<file path="src/rtl/spi_status_flags_n_pkg.sv">
// +--------------------------------------------------------------------+
// | spi_sr_pkg: shared constants and types for the SPI status flags    |
// | Rev 1.0                                                            |
// +--------------------------------------------------------------------+
`default_nettype none

package spi_sr_pkg;

    localparam int SPI_MAX_FLAGS = 16;

    localparam int SPTEF_IDX = 0;
    localparam int SPIF_IDX  = 1;
    localparam int MODF_IDX  = 2;

    localparam logic [SPI_MAX_FLAGS-1:0] SPI_DEF_EDGE_MASK    = 16'h0000;
    localparam logic [SPI_MAX_FLAGS-1:0] SPI_DEF_SEQ_CLR_MASK = 16'h0003;

    typedef enum logic [1:0] {
        UPD_HOLD = 2'd0,
        UPD_SET  = 2'd1,
        UPD_CLR  = 2'd2
    } flag_upd_e;

    // A set event always beats a clear request arriving in the same cycle.
    function automatic flag_upd_e flag_update(input logic set_evt, input logic clr);
        if (set_evt)
            return UPD_SET;
        else if (clr)
            return UPD_CLR;
        else
            return UPD_HOLD;
    endfunction

endpackage

`default_nettype wire

</file>
<file path="src/rtl/spi_status_flags_n_if.sv">
// +--------------------------------------------------------------------+
// | spi_status_flags_n_if: SPI core / register side of the flag block  |
// | Rev 1.0                                                            |
// +--------------------------------------------------------------------+
`default_nettype none

interface spi_status_flags_n_if #(
    parameter int NUM_FLAGS = 4
);
    logic [NUM_FLAGS-1:0] flag_in;
    logic [NUM_FLAGS-1:0] int_en;
    logic                 sr_read;
    logic                 dr_access;
    logic                 w1c_we;
    logic [NUM_FLAGS-1:0] w1c_data;
    logic [NUM_FLAGS-1:0] ovr_clr;
    logic [NUM_FLAGS-1:0] status;
    logic [NUM_FLAGS-1:0] ovr;
    logic                 irq;

    modport master (
        output flag_in, int_en, sr_read, dr_access, w1c_we, w1c_data, ovr_clr,
        input  status, ovr, irq
    );

    modport slave (
        input  flag_in, int_en, sr_read, dr_access, w1c_we, w1c_data, ovr_clr,
        output status, ovr, irq
    );
endinterface

`default_nettype wire

</file>
<file path="src/rtl/spi_status_flags_n_flag_cell.sv">
// +--------------------------------------------------------------------+
// | spi_flag_cell: one sticky flag with sequence/W1C clear and overrun |
// | Rev 1.0                                                            |
// +--------------------------------------------------------------------+
`default_nettype none

module spi_flag_cell
    import spi_sr_pkg::*;
#(
    parameter bit EDGE    = 1'b0,
    parameter bit SEQ_CLR = 1'b0
) (
    input  wire logic clk,
    input  wire logic rst,
    input  wire logic flag_in,
    input  wire logic sr_read,
    input  wire logic dr_access,
    input  wire logic w1c,
    input  wire logic ovr_clr,
    output logic      status,
    output logic      ovr
);

    logic      r_flag_d;
    logic      r_status;
    logic      r_armed;
    logic      r_ovr;
    logic      w_set_evt;
    logic      w_clr;
    flag_upd_e w_upd;

    always_comb begin
        w_set_evt = EDGE ? (flag_in & ~r_flag_d) : flag_in;
        // r_armed is the value from before this cycle, so a same-cycle
        // sr_read cannot arm-and-clear a flag in one step.
        w_clr     = w1c | (SEQ_CLR & dr_access & r_armed);
        w_upd     = flag_update(w_set_evt, w_clr);
    end

    always_ff @(posedge clk) begin
        if (rst) begin
            r_flag_d <= 1'b0;
            r_status <= 1'b0;
            r_armed  <= 1'b0;
            r_ovr    <= 1'b0;
        end else begin
            r_flag_d <= flag_in;

            case (w_upd)
                UPD_SET:  r_status <= 1'b1;
                UPD_CLR:  r_status <= 1'b0;
                default:  r_status <= r_status;
            endcase

            if (sr_read)
                r_armed <= r_status;
            else if (dr_access | w1c | (w_set_evt & w_clr))
                r_armed <= 1'b0;

            if (w_set_evt & r_status & ~w_clr)
                r_ovr <= 1'b1;
            else if (ovr_clr)
                r_ovr <= 1'b0;
        end
    end

    assign status = r_status;
    assign ovr    = r_ovr;

endmodule

`default_nettype wire

</file>
<file path="src/rtl/spi_status_flags_n.sv">
// +--------------------------------------------------------------------+
// | spi_status_flags_n: SPI sticky status flags with masked interrupt  |
// | Rev 1.0                                                            |
// +--------------------------------------------------------------------+
`default_nettype none

module spi_status_flags_n
    import spi_sr_pkg::*;
#(
    parameter int                       NUM_FLAGS    = 4,
    parameter logic [SPI_MAX_FLAGS-1:0] EDGE_MASK    = SPI_DEF_EDGE_MASK,
    parameter logic [SPI_MAX_FLAGS-1:0] SEQ_CLR_MASK = SPI_DEF_SEQ_CLR_MASK,
    parameter bit                       IRQ_PULSE    = 1'b0
) (
    input  wire logic             clk,
    input  wire logic             rst,
    spi_status_flags_n_if.slave   bus
);

    logic [NUM_FLAGS-1:0] w_status;
    logic [NUM_FLAGS-1:0] w_ovr;
    logic [NUM_FLAGS-1:0] w_pending;
    logic                 r_irq;

    generate
        for (genvar gi = 0; gi < NUM_FLAGS; gi++) begin : g_flag
            spi_flag_cell #(
                .EDGE    (EDGE_MASK[gi]),
                .SEQ_CLR (SEQ_CLR_MASK[gi])
            ) u_cell (
                .clk       (clk),
                .rst       (rst),
                .flag_in   (bus.flag_in[gi]),
                .sr_read   (bus.sr_read),
                .dr_access (bus.dr_access),
                .w1c       (bus.w1c_we & bus.w1c_data[gi]),
                .ovr_clr   (bus.ovr_clr[gi]),
                .status    (w_status[gi]),
                .ovr       (w_ovr[gi])
            );
        end
    endgenerate

    assign w_pending = w_status & bus.int_en;

    generate
        if (IRQ_PULSE) begin : g_irq_pulse
            logic [NUM_FLAGS-1:0] r_pending_d;

            // Edge-detecting pending (not status) makes a late int_en also pulse.
            always_ff @(posedge clk) begin
                if (rst) begin
                    r_pending_d <= '0;
                    r_irq       <= 1'b0;
                end else begin
                    r_pending_d <= w_pending;
                    r_irq       <= |(w_pending & ~r_pending_d);
                end
            end
        end else begin : g_irq_level
            always_ff @(posedge clk) begin
                if (rst)
                    r_irq <= 1'b0;
                else
                    r_irq <= |w_pending;
            end
        end
    endgenerate

    assign bus.status = w_status;
    assign bus.ovr    = w_ovr;
    assign bus.irq    = r_irq;

endmodule

`default_nettype wire

</file>
<file path="src/flat_wrapper.sv">
// flat-port wrapper written by rule: the top's interface ports become plain ports
module spi_status_flags_n_flat import spi_sr_pkg::*;
#(
    parameter int                       NUM_FLAGS    = 4,
    parameter logic [SPI_MAX_FLAGS-1:0] EDGE_MASK    = SPI_DEF_EDGE_MASK,
    parameter logic [SPI_MAX_FLAGS-1:0] SEQ_CLR_MASK = SPI_DEF_SEQ_CLR_MASK,
    parameter bit                       IRQ_PULSE    = 1'b0
)
  (clk, rst, bus_flag_in, bus_int_en, bus_sr_read, bus_dr_access, bus_w1c_we, bus_w1c_data, bus_ovr_clr, bus_status, bus_ovr, bus_irq);
  spi_status_flags_n_if #(.NUM_FLAGS(NUM_FLAGS)) bus_i ();
  input  wire logic clk;
  input  wire logic rst;
  input wire logic [$bits(bus_i.flag_in)-1:0] bus_flag_in;
  input wire logic [$bits(bus_i.int_en)-1:0] bus_int_en;
  input wire logic [$bits(bus_i.sr_read)-1:0] bus_sr_read;
  input wire logic [$bits(bus_i.dr_access)-1:0] bus_dr_access;
  input wire logic [$bits(bus_i.w1c_we)-1:0] bus_w1c_we;
  input wire logic [$bits(bus_i.w1c_data)-1:0] bus_w1c_data;
  input wire logic [$bits(bus_i.ovr_clr)-1:0] bus_ovr_clr;
  output wire logic [$bits(bus_i.status)-1:0] bus_status;
  output wire logic [$bits(bus_i.ovr)-1:0] bus_ovr;
  output wire logic [$bits(bus_i.irq)-1:0] bus_irq;
  assign bus_i.flag_in = bus_flag_in;
  assign bus_i.int_en = bus_int_en;
  assign bus_i.sr_read = bus_sr_read;
  assign bus_i.dr_access = bus_dr_access;
  assign bus_i.w1c_we = bus_w1c_we;
  assign bus_i.w1c_data = bus_w1c_data;
  assign bus_i.ovr_clr = bus_ovr_clr;
  assign bus_status = bus_i.status;
  assign bus_ovr = bus_i.ovr;
  assign bus_irq = bus_i.irq;
  spi_status_flags_n #(.NUM_FLAGS(NUM_FLAGS), .EDGE_MASK(EDGE_MASK), .SEQ_CLR_MASK(SEQ_CLR_MASK), .IRQ_PULSE(IRQ_PULSE)) u_core (.clk(clk), .rst(rst), .bus(bus_i));
endmodule
</file>
<file path="config.mk">
export PLATFORM = sky130hd
export DESIGN_NAME = spi_status_flags_n_flat
export DESIGN_NICKNAME = d
export VERILOG_FILES = /design/src/rtl/spi_status_flags_n_pkg.sv /design/src/rtl/spi_status_flags_n_if.sv /design/src/rtl/spi_status_flags_n_flag_cell.sv /design/src/rtl/spi_status_flags_n.sv /design/src/flat_wrapper.sv
export SDC_FILE = /design/constraint.sdc
export NUM_CORES = 1
export LEC_CHECK = 0
export CAP_MARGIN = 15
export CORE_MARGIN = 3
export CORE_UTILIZATION = 29
export DETAILED_ROUTE_END_ITERATION = 8
export GPL_ROUTABILITY_DRIVEN = 0
export PLACE_DENSITY = 0.71
export SLEW_MARGIN = 20
export SYNTH_ARGS = -nofsm -noshare
export SYNTH_HDL_FRONTEND = slang
export SYNTH_HIERARCHICAL = 1
export SYNTH_SLANG_ARGS = --single-unit
</file>
<file path="constraint.sdc">
create_clock -name clk -period 0.8 [get_ports clk]
set_input_delay 0.16 -clock clk [delete_from_list [all_inputs] [get_ports clk]]
set_output_delay 0.16 -clock clk [all_outputs]
set_load 0.05 [all_outputs]
</file>
==> results_dict.tcl, run 1 <==
set metrics [dict create \
    htree_num_levels 1 \
    antenna_found_initial 0 \
    root_buffer "clkbuf_4" \
    clk_path_buf_depth 2 \
    yosys.area.top_type "dfxtp_1" \
    critPathCaptureType "output port" \
    layout-drive-gt1-share 0.4889 \
    slew_violations 0 \
    io_buffers 29 \
    diodes 0 \
    status "complete, but fails checks" \
    vias_per_cell 4.762 \
    synth.area.top_cells "dfxtp_1 (51%), a21oi_1 (5.8%), and2_1 (5.8%), nand2b_1 (5.8%), nor2_1 (5.2%)" \
    cts.sinks 11 \
    grtUsageTotal 0.1603 \
    worstPathRequired_ps 640 \
    ir_drop_v 0.001330 \
    syn-num-nets 69 \
    layout_commonest_cell "clkdlybuf4s50_1" \
    grt_pass1_vias 526 \
    grt_max_degree 7 \
    yosys_register_bits 11 \
    area_growth_pct 136.9 \
    clk_pin_slew_ps 70 \
    skew_ps 3.091 \
    power.leakage_nw 0.4131 \
    die_w_um 44.53 \
    clock.fmax_mhz 974.5 \
    finalNetCount 112 \
    relSlewSlack 0.8904 \
    ys_seq_area_frac 0.5116 \
    cpMaxStageDelayCell "dfxtp_4" \
    num_rows 13 \
    dpl_cell_area_um2 889.6 \
    yosys.area.top_type_share 0.5116 \
    worstPathCellList "buf_6, buf_12" \
    die_height_um 44.53 \
    dp_hpwl_um 1014 \
    fin_area_mm2 0.001020 \
    fin_crit_sh 1.283 \
    crit_type "reg2out" \
    drt_wl_total_um 1339 \
    post_synth.cell_area_avg_um2 8.967 \
    first_pass_iters 4 \
    core_mm2 0.001350 \
    p_per_area_mw_per_mm2 1407 \
    setup_violations 12 \
    cts_buffers 3 \
    ant_nets 0 \
    cts_tree "built" \
    route.detailed.drc 0 \
    syn-cell-area_um2 430.4 \
    fin_crit_ps 1026 \
    wire_per_inst_um 12.75 \
    max-cap-violations 0 \
    start_util 0.3188 \
    worst_setup_path_start_kind "flop" \
    final_cell_mix "clkdlybuf4s50_1 (12), buf_12 (9), dlygate4sd2_1 (8), nor2_1 (6), dfxtp_4 (6)" \
    synth_cell_types 13 \
    dieArea_mm2 0.001982 \
    via_count 500 \
    fin_ws_ps -226.1 \
    initialDrtViolationCount 3 \
    final.setup.tns_ps -1419 \
    synth_cells 48 \
    crit_path_max_fanout 2 \
    cp.arrival_ps 870 \
    hold_class "in2reg" \
    rsz0062_at_grt "true" \
    grt_pass1_wl_um 2194 \
    cts_hold_buf 0 \
    max_stage_delay_ps 350 \
    violations "setup timing" \
    finalHoldViolations 0 \
    place_ws_ps -412.4 \
    yosysWarnings 6 \
    ios 30 \
    worst_pin_slew_ps 163.1 \
    clkLatencyLatePin_ps 270 \
    grt_overflow 0 \
]
flip-flops by register name, indices dropped and copies added, names as in the netlist:
name / count
u_core/bus.irq: 1
u_core/g_flag.u_cell/ovr: 4
u_core/g_flag.u_cell/r_armed: 2
u_core/g_flag.u_cell/status: 4
critical path, delay by kind of cell, from the launching register on:
kind,cells,cell delay [ps]
DFF,1,350
buffers and inverters,2,250
final timing paths:
| path | start | endpoint | slack (ps) | cells after the start |
|---|---|---|---|---|
| max | u_core/g_flag[2].u_cell/ovr$_SDFFE_PP0P_ | bus_ovr[2] | -230 | 2 |
| min | bus_sr_read | u_core/g_flag[0].u_cell/r_armed$_SDFFE_PP0P_ | 330 | 3 |
| max reg2reg | u_core/g_flag[3].u_cell/ovr$_SDFFE_PP0P_ | u_core/g_flag[3].u_cell/ovr$_SDFFE_PP0P_ | -80 | 2 |
| min reg2reg | u_core/g_flag[0].u_cell/ovr$_SDFFE_PP0P_ | u_core/g_flag[0].u_cell/ovr$_SDFFE_PP0P_ | 500 | 2 |
logic make-up (layout without fill, tap and decap cells):
group | count (synthesis) | in the layout | synth area share
simple gates | 20 | 20 | 0.2558
compound gates | 13 | 13 | 0.1976
flops | 11 | 11 | 0.5116
buf+inv | 4 | 46 | 0.03487
layer usage:
layer / track usage / vias up / wire length [um]
li1: - / 256 / -
met1: 0.1495 / 227 / 461
met2: 0.2894 / 15 / 754
met3: 0.07724 / 2 / 104
met4: 0.07229 / 0 / 19
met5: 0 / - / 0
power breakdown:
group          internal, W  leakage (nW)  total, W  switching, W
logic             0.000262         0.302  0.000462      0.000200
clock network     0.000193        0.0150  0.000368      0.000175
registers         0.000575        0.0959  0.000605     0.0000300
total              0.00103         0.413   0.00143      0.000404
cell type report:
type	instances	area (um2)
multi-input combinational	33	255.2
clock buffer	4	26.28
fill	95	330.3
inverter	4	15.01
tap	15	18.77
sequential	11	247.7
timing repair buffer	38	456.7
metrics by stage:
stage	total power [W]	utilization	cells	hold slack, ps
finish	0.001435	0.7553	105	332.3
global route	0.001518	0.7553	105	342.8
CTS	0.001434	0.7340	105	333.5
detailed placement	0.001022	0.6589	97	483.6
global placement	0.001020	0.6589	97	476.5
floorplan	0.0007565	-	48	219.4
timing repair:
action	4_1_cts	5_1_grt
pin swaps	12	5
hold endpoints to repair	0	0
resized for setup	23	7
endpoints found under the setup margin	19	16
setup buffers	4	0
synth_stat cells (all sizes together):
cell type,n
a21oi,5
dfxtp,11
o31ai,2
inv,4
or3b,2
a32oi,2
and2,4
nand2,2
nand4,2
nand2b,4
a22oi,2
a31oi,2
nor2,6
Note: power is estimated with default switching activity, not from simulation.
==> run 2, diff against run 1 <==
--- a/config.mk
+++ b/config.mk
@@ -6,7 +6,7 @@
 export NUM_CORES = 1
 export LEC_CHECK = 0
 export CAP_MARGIN = 15
-export CORE_MARGIN = 3
+export CORE_MARGIN = 2
 export CORE_UTILIZATION = 29
 export DETAILED_ROUTE_END_ITERATION = 8
 export GPL_ROUTABILITY_DRIVEN = 0
==> results_dict.tcl, run 2 (synthesis gave the netlist of run 1 again) <==
set metrics [dict create \
    cpMaxStageDelayCell "dfxtp_4" \
    p_seq_frac 0.413 \
    path_delay_family "flip-flops" \
    ant_nets 0 \
    critPathCaptureType "output port" \
    grt_overflow 0 \
    area_growth_pct 138.1 \
    io_buffers 29 \
    die_height_um 42.53 \
    worstPathRequired_ps 640 \
    cts_buffers 3 \
    wire_per_inst_um 12.86 \
    root_buffer "clkbuf_4" \
    ir_drop_v 0.001296 \
    htree_num_levels 1 \
    grt_pass1_wl_um 2097 \
    switching_share 0.2954 \
    relSlewSlack 0.8637 \
    worstPathCellList "buf_6, buf_12" \
    power_w 0.001464 \
    clock.fmax_mhz 988.0 \
    fin_crit_sh 1.265 \
    violations "setup timing" \
    power.leakage_nw 0.4102 \
    grt_pass1_vias 496 \
    fin_ws_ps -212.2 \
    r2r-start "u_core/g_flag[3].u_cell/ovr$_SDFFE_PP0P_" \
    clk_path_buf_depth 2 \
    drt_wl_total_um 1350 \
    rrSetupSlack_ps -70 \
    crit_type "reg2out" \
    cp.arrival_ps 850 \
    final_cell_mix "clkdlybuf4s50_1 (14), buf_12 (9), dlygate4sd2_1 (6), nor2_1 (6), dfxtp_4 (6)" \
    finalNetCount 112 \
    min_from "bus_sr_read" \
    max-cap-violations 0 \
    skew_ps 8.560 \
    cts_hold_buf 0 \
    status "complete, but fails checks" \
    dp_hpwl_um 931.6 \
    internal_power_w 0.001032 \
    cts_tree "built" \
    dieArea_mm2 0.001808 \
    slew_violations 0 \
    max_stage_delay_ps 340 \
    cts.sinks 11 \
    setup_violations 13 \
    grtUsageTotal 0.1608 \
    grt_max_degree 7 \
    hold_class "in2reg" \
    core_mm2 0.001350 \
    p_per_area_mw_per_mm2 1429 \
    finalHoldViolations 0 \
    crit_buf_inv 2 \
    whs_path_depth 3 \
    clkLatencyLatePin_ps 270 \
    vias_per_cell 4.781 \
    reg2reg_depth 2 \
    die_w_um 42.53 \
    utilization 0.7590 \
    first_pass_iters 3 \
    layout-drive-gt1-share 0.4889 \
    crit_path_max_fanout 2 \
    clk_pin_slew_ps 80 \
    power.switching_w 0.0004326 \
    via_count 502 \
    worst_setup_path_start_kind "flop" \
    worst_pin_slew_ps 204.4 \
    rsz0062_at_grt "true" \
    layout_commonest_cell "clkdlybuf4s50_1" \
    final.setup.tns_ps -1488 \
    antenna_found_initial 0 \
    dpl_cell_area_um2 889.6 \
    num_rows 13 \
    pwr-share-comb 0.319 \
    pwr-share-clk 0.268 \
    r2r_end "u_core/g_flag[3].u_cell/ovr$_SDFFE_PP0P_" \
    start_util 0.3188 \
    route.detailed.drc 0 \
    initialDrtViolationCount 7 \
    fin_crit_ps 1012 \
    hold_slack_ps 350.5 \
    hold_end "u_core/g_flag[1].u_cell/r_armed$_SDFFE_PP0P_" \
    diodes 0 \
    fin_area_mm2 0.001025 \
    ios 30 \
]
run 2: cell types whose count changed in the layout (fill, tap and decap cells not counted), sizes merged:
cell           before  now
dlygate4sd2         8    6
clkdlybuf4s50      12   14
run 2: tightest hold or removal path, stage by stage:
cell and delay, ps:
dlygate4sd2_1 280, a32oi_2 70, nor2_1 80
run 2: timing repair:
action                                  CTS  global route
endpoints found under the setup margin   20            17
buffers inserted                          3             1
gates resized for setup                  20             7
pin swaps                                11             7
run 2: worst max path at each step:
| stage | start | to | cells past startpoint |
|---|---|---|---|
| after floorplan | u_core/g_flag[2].u_cell/ovr$_SDFFE_PP0P_ | u_core/g_flag[2].u_cell/ovr$_SDFFE_PP0P_ | 2 |
| after global placement | bus_w1c_we | u_core/g_flag[1].u_cell/status$_SDFFE_PP0P_ | 5 |
| after detailed placement | bus_w1c_we | u_core/g_flag[1].u_cell/r_armed$_SDFFE_PP0P_ | 5 |
| after CTS | u_core/g_flag[2].u_cell/ovr$_SDFFE_PP0P_ | bus_ovr[2] | 2 |
| after global routing | u_core/g_flag[2].u_cell/ovr$_SDFFE_PP0P_ | bus_ovr[2] | 2 |
| final | u_core/g_flag[3].u_cell/ovr$_SDFFE_PP0P_ | bus_ovr[3] | 2 |
run 2: cell type report:
type,instances,area (um2)
Timing Repair Buffer,38,459.2
Fill cell,93,325.3
Multi-Input combinational cell,33,257.7
Sequential cell,11,247.7
Clock buffer,4,26.28
Tap cell,15,18.77
Inverter,4,15.01
run 2: stage by stage:
step	setup slack [ps]	cells
final	-212.2	105
after global routing	-244.5	105
after CTS	-221.8	104
after detailed placement	-443.7	97
after global placement	-410.3	97
after floorplan	-116.6	48
run 2: routing by layer:
metal | track usage | up-vias | part of all wire
li1 | - | 256 | -
met5 | 0 | - | 0
met3 | 0.08190 | 2 | 0.054
met4 | 0.07500 | 0 | 0.0059
met1 | 0.1766 | 230 | 0.44
met2 | 0.2554 | 14 | 0.50
run 2: power by group through the flow:
stage / logic [W] / registers, W / clock network (W)
global placement: 0.000396 / 0.000622 / 0
global route: 0.000489 / 0.000609 / 0.000435
floorplan: 0.0000548 / 0.000702 / 0
CTS: 0.000440 / 0.000607 / 0.000395
finish: 0.000467 / 0.000604 / 0.000393
detailed placement: 0.000399 / 0.000622 / 0
==> run 3, diff against run 2 <==
--- a/config.mk
+++ b/config.mk
@@ -6,7 +6,7 @@
 export NUM_CORES = 1
 export LEC_CHECK = 0
 export CAP_MARGIN = 15
-export CORE_MARGIN = 2
+export CORE_MARGIN = 5
 export CORE_UTILIZATION = 29
 export DETAILED_ROUTE_END_ITERATION = 8
 export GPL_ROUTABILITY_DRIVEN = 0
==> results_dict.tcl, run 3 (synthesis gave the netlist of run 1 again) <==
set metrics [dict create \
    area_growth_pct 140.1 \
    grt_overflow 0 \
    critPathCaptureType "output port" \
    worst_pin_slew_ps 321.6 \
    htree_num_levels 1 \
    vias_per_cell 4.876 \
    p_per_area_mw_per_mm2 1414 \
    grt_max_degree 9 \
    status "complete, but fails checks" \
    core_mm2 0.001454 \
    initialDrtViolationCount 4 \
    final_cell_mix "clkdlybuf4s50_1 (12), buf_12 (9), dlygate4sd2_1 (8)" \
    place_ws_ps -471.7 \
    diodes 0 \
    rsz0062_at_grt "true" \
    grtUsageTotal 0.1118 \
    io_buffers 29 \
    ant_nets 0 \
    reg2reg_depth 2 \
    rrSetupSlack_ps -90 \
    cts.sinks 11 \
    fillCellCount 103 \
    worst_setup_path_start_kind "flop" \
    min_from "bus_sr_read" \
    crit_path_max_fanout 2 \
    via_count 512 \
    die_height_um 48.53 \
    worstPathRequired_ps 640 \
    die_w_um 48.53 \
    power.leakage_nw 0.4155 \
    start_util 0.2960 \
    fin_crit_sh 1.283 \
    hold_slack_ps 329.7 \
    relSlewSlack 0.7856 \
    fin_crit_ps 1027 \
    slew_violations 0 \
    first_pass_iters 2 \
    ios 30 \
    num_rows 14 \
    cts_buffers 3 \
    worstSetupStartpoint "u_core/g_flag[3].u_cell/ovr$_SDFFE_PP0P_" \
    grt_pass1_vias 488 \
    drt_wl_total_um 1485 \
    route.detailed.drc 0 \
    whs_path_depth 3 \
    max-cap-violations 0 \
    setup_violations 15 \
    cp.arrival_ps 870 \
    root_buffer "clkbuf_4" \
    layout-drive-gt1-share 0.4944 \
    wire_per_inst_um 14.14 \
    crit_type "reg2out" \
    power_w 0.001461 \
    clock.fmax_mhz 974.0 \
    finalNetCount 111 \
    ir_drop_v 0.0009627 \
    dp_hpwl_um 972.9 \
    layout_commonest_cell "clkdlybuf4s50_1" \
    r2r-start "u_core/g_flag[3].u_cell/ovr$_SDFFE_PP0P_" \
    clk_pin_slew_ps 80 \
    violations "setup timing" \
    dieArea_mm2 0.002355 \
    fin_ws_ps -226.6 \
    clk_path_buf_depth 2 \
    cts_tree "built" \
    grt_pass1_wl_um 2090 \
    hold_class "in2reg" \
    r2r_end "u_core/g_flag[3].u_cell/ovr$_SDFFE_PP0P_" \
    hold_end "u_core/g_flag[1].u_cell/r_armed$_SDFFE_PP0P_" \
    antenna_found_initial 0 \
    finalHoldViolations 0 \
    skew_ps 1.774 \
    dp_cells 96 \
    finalNonFillerCells 105 \
    clkLatencyLatePin_ps 270 \
]
-- run 3: metrics by stage --
step           instance area, um2  TNS, ps    util
6_report                     1033    -1567  0.7108
3_5_place_dp                875.8    -4334  0.6024
2_1_floorplan               452.9   -233.1       -
4_1_cts                     982.2    -1496  0.6756
3_3_place_gp                875.8    -4215  0.6024
5_1_grt                      1033    -2006  0.7108
-- run 3: how the worst max path moves through the flow --
| stage | end | slack, ps | depth (start not counted) |
|---|---|---|---|
| floorplan | u_core/g_flag[2].u_cell/ovr$_SDFFE_PP0P_ | -120 | 2 |
| global placement | u_core/g_flag[0].u_cell/r_armed$_SDFFE_PP0P_ | -440 | 5 |
| detailed placement | u_core/g_flag[0].u_cell/r_armed$_SDFFE_PP0P_ | -470 | 5 |
| CTS | bus_ovr[3] | -230 | 2 |
| global route | bus_ovr[3] | -260 | 2 |
| finish | bus_ovr[3] | -230 | 2 |
-- run 3: critical path, cell delays in order (launching register included) --
cell     delay, ps
dfxtp_4        350
buf_6          110
buf_12         130
-- run 3: where the power goes --
| group | switching, W | internal [W] | leakage (nW) | total (W) |
|---|---|---|---|---|
| clock network | 0.000201 | 0.000185 | 0.0177 | 0.000386 |
| registers | 0.0000299 | 0.000574 | 0.0955 | 0.000604 |
| logic | 0.000207 | 0.000264 | 0.302 | 0.000471 |
-- run 3: metal layers --
metal	vias to the layer above	wire length, um	GRT usage
met2	15	865	0.1913
li1	259	-	-
met1	236	532	0.1203
met4	0	20	0.05381
met3	2	66	0.03988
met5	-	0	0
-- run 3: final cells by class --
cell class                 instances  area, um2  area share
sequential                        11      246.5      0.2385
timing repair buffer              37      452.9      0.4383
clock buffer                       3      22.52     0.02179
multi-input combinational         33      271.5      0.2627
tap                               16      20.02     0.01937
clock inverter                     1      5.005    0.004843
inverter                           4      15.01     0.01453
-- run 3: repair_timing --
action / CTS / global route
cloned: 0 / 0
resized for setup: 22 / 10
setup buffers: 5 / 0
endpoints found under the setup margin: 19 / 17
pin swaps: 12 / 6
hold buffers: 0 / 0
hold endpoints to repair: 0 / 0
==> patch 1, RTL diff (flow settings as in run 2) <==
`NUM_FLAGS` is set to 4 in 3 places; all go to 3.
--- a/src/rtl/spi_status_flags_n_if.sv
+++ b/src/rtl/spi_status_flags_n_if.sv
@@ -6,5 +6,5 @@
 
 interface spi_status_flags_n_if #(
-    parameter int NUM_FLAGS = 4
+    parameter int NUM_FLAGS = 3
 );
     logic [NUM_FLAGS-1:0] flag_in;
--- a/src/rtl/spi_status_flags_n.sv
+++ b/src/rtl/spi_status_flags_n.sv
@@ -8,5 +8,5 @@
     import spi_sr_pkg::*;
 #(
-    parameter int                       NUM_FLAGS    = 4,
+    parameter int                       NUM_FLAGS    = 3,
     parameter logic [SPI_MAX_FLAGS-1:0] EDGE_MASK    = SPI_DEF_EDGE_MASK,
     parameter logic [SPI_MAX_FLAGS-1:0] SEQ_CLR_MASK = SPI_DEF_SEQ_CLR_MASK,
--- a/src/flat_wrapper.sv
+++ b/src/flat_wrapper.sv
@@ -2,5 +2,5 @@
 module spi_status_flags_n_flat import spi_sr_pkg::*;
 #(
-    parameter int                       NUM_FLAGS    = 4,
+    parameter int                       NUM_FLAGS    = 3,
     parameter logic [SPI_MAX_FLAGS-1:0] EDGE_MASK    = SPI_DEF_EDGE_MASK,
     parameter logic [SPI_MAX_FLAGS-1:0] SEQ_CLR_MASK = SPI_DEF_SEQ_CLR_MASK,
Ports: changed (6 resized); port bits go from 30 to 24. No check against the original RTL was run, so the function may have changed too.
==> patch 1 against run 2 <==
- the run still ends with negative setup slack left
- design area decreased by 18%
- core utilization increased by 0.11 points
- final cell count decreased by 16%
- via count decreased by 17%
- worst setup slack got worse by 12 ps
- power decreased by 16%
- wire length decreased by 20%
- die area decreased by 18%
- clock skew decreased by 1.6 ps
- combinational power decreased by 18%
- area after synthesis decreased by 19%
- global-route usage increased by 0.43 points
- sequential cell count decreased by 2
- maximum frequency decreased by 1.2%
- critical path type unchanged
- largest power group unchanged
==> patch 1: results (changes against run 2) <==
Run status
  • Status: finished, violations left (unchanged)
  • Failing checks: negative setup slack (unchanged)

Global routing
  • Largest net degree at the start of global routing: 10 (was 7)
  • All-Layer GR Usage: 16.5% (was 16.1%)
  • Met3 Use GR: 6.36% (was 8.19%)
  • Met1 GRT Util: 20.3% (was 17.7%)
  • First-pass GRT wire length: 1630 um (was 2100 um)
  • M2 GR Usage: 25.0% (was 25.5%)
  • Vias in the first global route: 392 (was 496)

Synth
  • Post-synth top cells: 9 x dfxtp_1, 7 x nor2_1 (was 11 x dfxtp_1, 6 x nor2_1, 5 x a21oi_1)
  • Post-synthesis sequential area ratio: 52.0% (was 51.2%)
  • Syn Nets: 56 (was 69)
  • Top_reg_cell synth: dfxtp_1 (unchanged)
  • Area contributors post-synth: dfxtp_1 52%, nor2_1 7.6%, and2_1 5.4% (was dfxtp_1 51%, a21oi_1 5.8%, and2_1 5.8%)
  • Yosys warning total: 6 (unchanged)

Min path
  • Hold crit path type: primary input to flip-flop (unchanged)

Detailed routing
  • Wirelength per Cell: 12.3 um (was 12.9 um)
  • Wl on met1: 435 um (was 592 um)
  • Top Metal Used: met4 (unchanged)
  • Met3 routed WL: 83 um (was 73 um)
  • Routed met2 length: 546 um (was 675 um)
  • First-pass iteration count of the detailed router: 4 (was 3)
  • Initial DRC count: 11 (was 7)
  • Via-per-instance ratio: 4.76 (was 4.78)

Worst setup path
  • Crit-path max FO: 2 (unchanged)
  • WP data arrival: approximately 860 ps

Placement
  • PortBufs: 23 (was 29)
  • Post-DP Area: 729 sq um (was 890 sq um)
  • DPL Wire Length: 737 um (was 932 um)

Cells and area
  • Layout Nets: 92 (was 112)
  • Fill cells: 68 (was 93)
  • Share of cells above drive strength 1: 44.6% (was 48.9%)

Clock tree
  • Worst-Skew Late Latency: 250 ps (was 270 ps)
  • CTS max path bufs: 2 (unchanged)

STA
  • Worst Tran Pin Value: 259 ps (was 204 ps)
  • Slack of the critical path: -225 ps (was -212 ps)
  • Layout Skew: 6.93 ps (was 8.56 ps)
  • Final setup fails: 15 (was 13)

Power and ir drop
  • Peak supply drop: 0.000933 V (was 0.00130 V)
  • Leakage power: 0.345 nW (was 0.410 nW)
patch 1: cell type report:
cell class	count	area share (%)
clock buffer	4	3.11
inverter	3	1.33
multi-input combinational	27	24.4
sequential	9	23.6
tap	14	2.07
timing repair buffer	31	45.5
patch 1: critical path, cell delays in order, from the launching register on:
cell     delay, ps
dfxtp_4        350
buf_12         120
buf_12         130
patch 1: per-stage QoR:
| step | setup WS [ps] | setup TNS (ps) | util [%] | instances |
|---|---|---|---|---|
| final | -225 | -1590 | 76.0 | 88 |
| after global routing | -245 | -2100 | 76.0 | 88 |
| after CTS | -228 | -1580 | 71.4 | 87 |
| after detailed placement | -380 | -3030 | 65.7 | 81 |
| after global placement | -366 | -2850 | 65.7 | 81 |
| after floorplan | -117 | -190 | - | 39 |
patch 1: power breakdown:
group	switching [W]	total [W]	internal, W
sequential	0.0000234	0.000495	0.000471
clock	0.000154	0.000346	0.000192
combinational	0.000161	0.000384	0.000223
total	0.000339	0.00122	0.000885
patch 1: worst paths after layout:
check	from	end	slack (ps)	cells past startpoint
worst min register to register	u_core/g_flag[0].u_cell/ovr	u_core/g_flag[0].u_cell/ovr	500	2
worst max register to register	u_core/g_flag[0].u_cell/status	u_core/bus.irq	-120	3
worst min-delay path	bus_sr_read	u_core/g_flag[0].u_cell/r_armed	270	3
worst max-delay path	u_core/g_flag[1].u_cell/status	bus_status[1]	-220	2
patch 1: cell families after synthesis:
| family | share of synthesized area (%) |
|---|---|
| flip-flops | 52.0 |
| AND/OR/NAND/NOR | 26.7 |
| buffers and inverters | 3.25 |
| AO/OA/AOI/OAI | 18.1 |
patch 1: repair_timing:
action                     4_1_cts  5_1_grt
pin swaps                        9        2
hold buffers                     0        0
setup endpoints to repair       16       15
setup buffers                    2        1
gates cloned                     0        0
resized for setup               14        6
==> patch 2, RTL diff (flow settings as in run 2) <==
Made on the original files. Reset style: asynchronous (`rst`), changed in 3 clocked blocks.
--- a/src/rtl/spi_status_flags_n_flag_cell.sv
+++ b/src/rtl/spi_status_flags_n_flag_cell.sv
@@ -38,5 +38,5 @@
     end
 
-    always_ff @(posedge clk) begin
+    always_ff @(posedge clk or posedge rst) begin
         if (rst) begin
             r_flag_d <= 1'b0;
--- a/src/rtl/spi_status_flags_n.sv
+++ b/src/rtl/spi_status_flags_n.sv
@@ -49,5 +49,5 @@
 
             // Edge-detecting pending (not status) makes a late int_en also pulse.
-            always_ff @(posedge clk) begin
+            always_ff @(posedge clk or posedge rst) begin
                 if (rst) begin
                     r_pending_d <= '0;
@@ -59,5 +59,5 @@
             end
         end else begin : g_irq_level
-            always_ff @(posedge clk) begin
+            always_ff @(posedge clk or posedge rst) begin
                 if (rst)
                     r_irq <= 1'b0;
Check against the original RTL: differs if rst is asserted again (counterexample within 4 cycles, from zero or initial values and one cycle with rst high); with rst held inactive, the same outputs for 10 cycles.
==> patch 2 against run 2 <==
- the flow still finishes with violations (negative setup slack)
- die area is 15% higher
- design area is 0.24% higher
- worst setup slack worse by 74 ps
- sequential cell count stayed put
- synthesized cell count is 2.1% lower
- count of clock-buffer cells in the layout stayed put
- wire length is 0.15% higher
- power is 17% higher
- area after synthesis is 17% higher
- largest cell class unchanged
==> patch 2: results (changes against run 2) <==
Synth
  • Syn Nets: 68 (was 69)
  • Yosys warning total: 6 (unchanged)
  • Synth Instances: 47 (was 48)
  • Post-synth top cells: 13 x inv_1, 11 x dfrtp_1, 5 x nand2_1 (was 11 x dfxtp_1, 6 x nor2_1, 5 x a21oi_1)
  • Library cells used by synthesis: 11 (was 13)
  • Synth async-reset ratio: 100% (was 0%)
  • Area contributors post-synth: dfrtp_1 55%, inv_1 9.7%, o41ai_2 6.5% (was dfxtp_1 51%, a21oi_1 5.8%, and2_1 5.8%)
  • Top_reg_cell synth: dfrtp_1 (was dfxtp_1)
  • Post-synthesis sequential area ratio: 54.7% (was 51.2%)

Global routing
  • All-Layer GR Usage: 14.8% (was 16.1%)
  • Met3 Use GR: 3.57% (was 8.19%)
  • Vias in the first global route: 517 (was 496)
  • M2 GR Usage: 26.2% (was 25.5%)
  • Largest net degree at the start of global routing: 7 (unchanged)
  • Met1 GRT Util: 17.2% (was 17.7%)
  • First-pass GRT wire length: 2160 um (was 2100 um)
  • Initial antenna violation count: 0 (unchanged)

Power and ir drop
  • Peak supply drop: 0.00102 V (was 0.00130 V)
  • Overall Power: 0.00171 W (was 0.00146 W)
  • Sw frac: 30.7% (was 29.5%)
  • Leakage power: 0.485 nW (was 0.410 nW)
  • Sequential power share: 39.3% (was 41.3%)
  • Combinational power: 0.000669 W (was 0.000467 W)

Placement
  • Post-DP Area: 930 sq um (was 890 sq um)
  • Dpl cells: 95 (was 97)
  • Pre-CTS WS: -464 ps (was -444 ps)
  • DPL Wire Length: 1020 um (was 932 um)

Detailed routing
  • Routed met2 length: 711 um (was 675 um)
  • Via-per-instance ratio: 4.75 (was 4.78)
  • Wirelength per Cell: 13.1 um (was 12.9 um)
  • Wl on met1: 550 um (was 592 um)
  • Vias: 489 (was 502)
  • Initial DRC count: 8 (was 7)
  • Met3 routed WL: 91 um (was 73 um)
  • Top Metal Used: met3 (was met4)

Cells and area
  • Share of cells above drive strength 1: 45.3% (was 48.9%)
  • Post-layout util: 61.5% (was 75.9%)
  • Layout Nets: 108 (was 112)
  • Fill cells: 140 (was 93)

STA
  • Final setup fails: 19 (was 13)
  • Slack of the critical path: -286 ps (was -212 ps)
  • Max-slew headroom: 84.2% (was 86.4%)
  • Post-route setup TNS: -2610 ps (was -1490 ps)
  • Layout Skew: 5.17 ps (was 8.56 ps)
  • Fin. Hold Viols: 0 (unchanged)
  • Slew Viols, Final: 0 (unchanged)

Clock tree
  • CTS max path bufs: 2 (unchanged)
  • CTS buffer count: 3 (unchanged)
  • Clock transition at the registers of the reported paths: 70 ps

Worst setup path
  • WP data arrival: 930 ps (was 850 ps)
  • Max incr delay on CP: 410 ps (was 340 ps)
  • CP max-delay cell: dfrtp_2 (was dfxtp_4)

Run status
  • Status: finished, violations left (unchanged)
  • Failing checks: negative setup slack (unchanged)

Min path
  • Hold crit path type: primary input to asynchronous set/reset pin (was primary input to flip-flop)
patch 2: cell count changes after synthesis, sizes merged, moves of 3 or more:
cell    before  now
inv          4   13
dfxtp       11    0
nand2        2    5
nor2         6    0
dfrtp        0   11
a21oi        5    0
nand2b       4    0
patch 2: final timing paths:
| kind | end | from | slack, ps | depth (start not counted) |
|---|---|---|---|---|
| max | bus_ovr[0] | u_core/g_flag[0].u_cell/ovr | -290 | 2 |
| min | u_core/bus.irq | rst | 190 | 2 |
| max reg2reg | u_core/bus.irq | u_core/g_flag[0].u_cell/status | -100 | 3 |
| min reg2reg | u_core/g_flag[0].u_cell/r_armed | u_core/g_flag[0].u_cell/r_armed | 540 | 2 |
| max in group asynchronous | u_core/g_flag[0].u_cell/ovr | rst | 410 | 2 |
| min in group clk | u_core/g_flag[0].u_cell/r_armed | bus_w1c_data[0] | 230 | 3 |
patch 2: area by class of cell:
cell class / instances / area, sq um / area share, %
sequential: 11 / 285 / 27.8
timing repair buffer: 35 / 447 / 43.5
multi-input combinational: 23 / 199 / 19.4
tap: 17 / 21.3 / 2.07
inverter: 13 / 48.8 / 4.75
clock buffer: 4 / 26.3 / 2.56
patch 2: timing repair:
action                                  4_1_cts  5_1_grt
setup buffers                                 4        0
resized for setup                            16        1
endpoints found under the setup margin       20       20
pin swaps                                     2        2
patch 2: worst reg2reg max path: cells and delay by family, from the launching register on:
kind                   cells  cell delay, ps
buffers and inverters      1             140
and+or+nand+nor            1              70
DFF                        1             440
AOI/OAI and AO/OA          1             140
patch 2: cell families (layout without fill, tap and decap cells):
kind of cell	Yosys count	count (layout)	share of synthesized area [%]
buffers and inverters	13	52	9.70
and+or+nand+nor	11	11	11.2
DFF	11	11	54.7
AOI/OAI and AO/OA	12	12	24.4
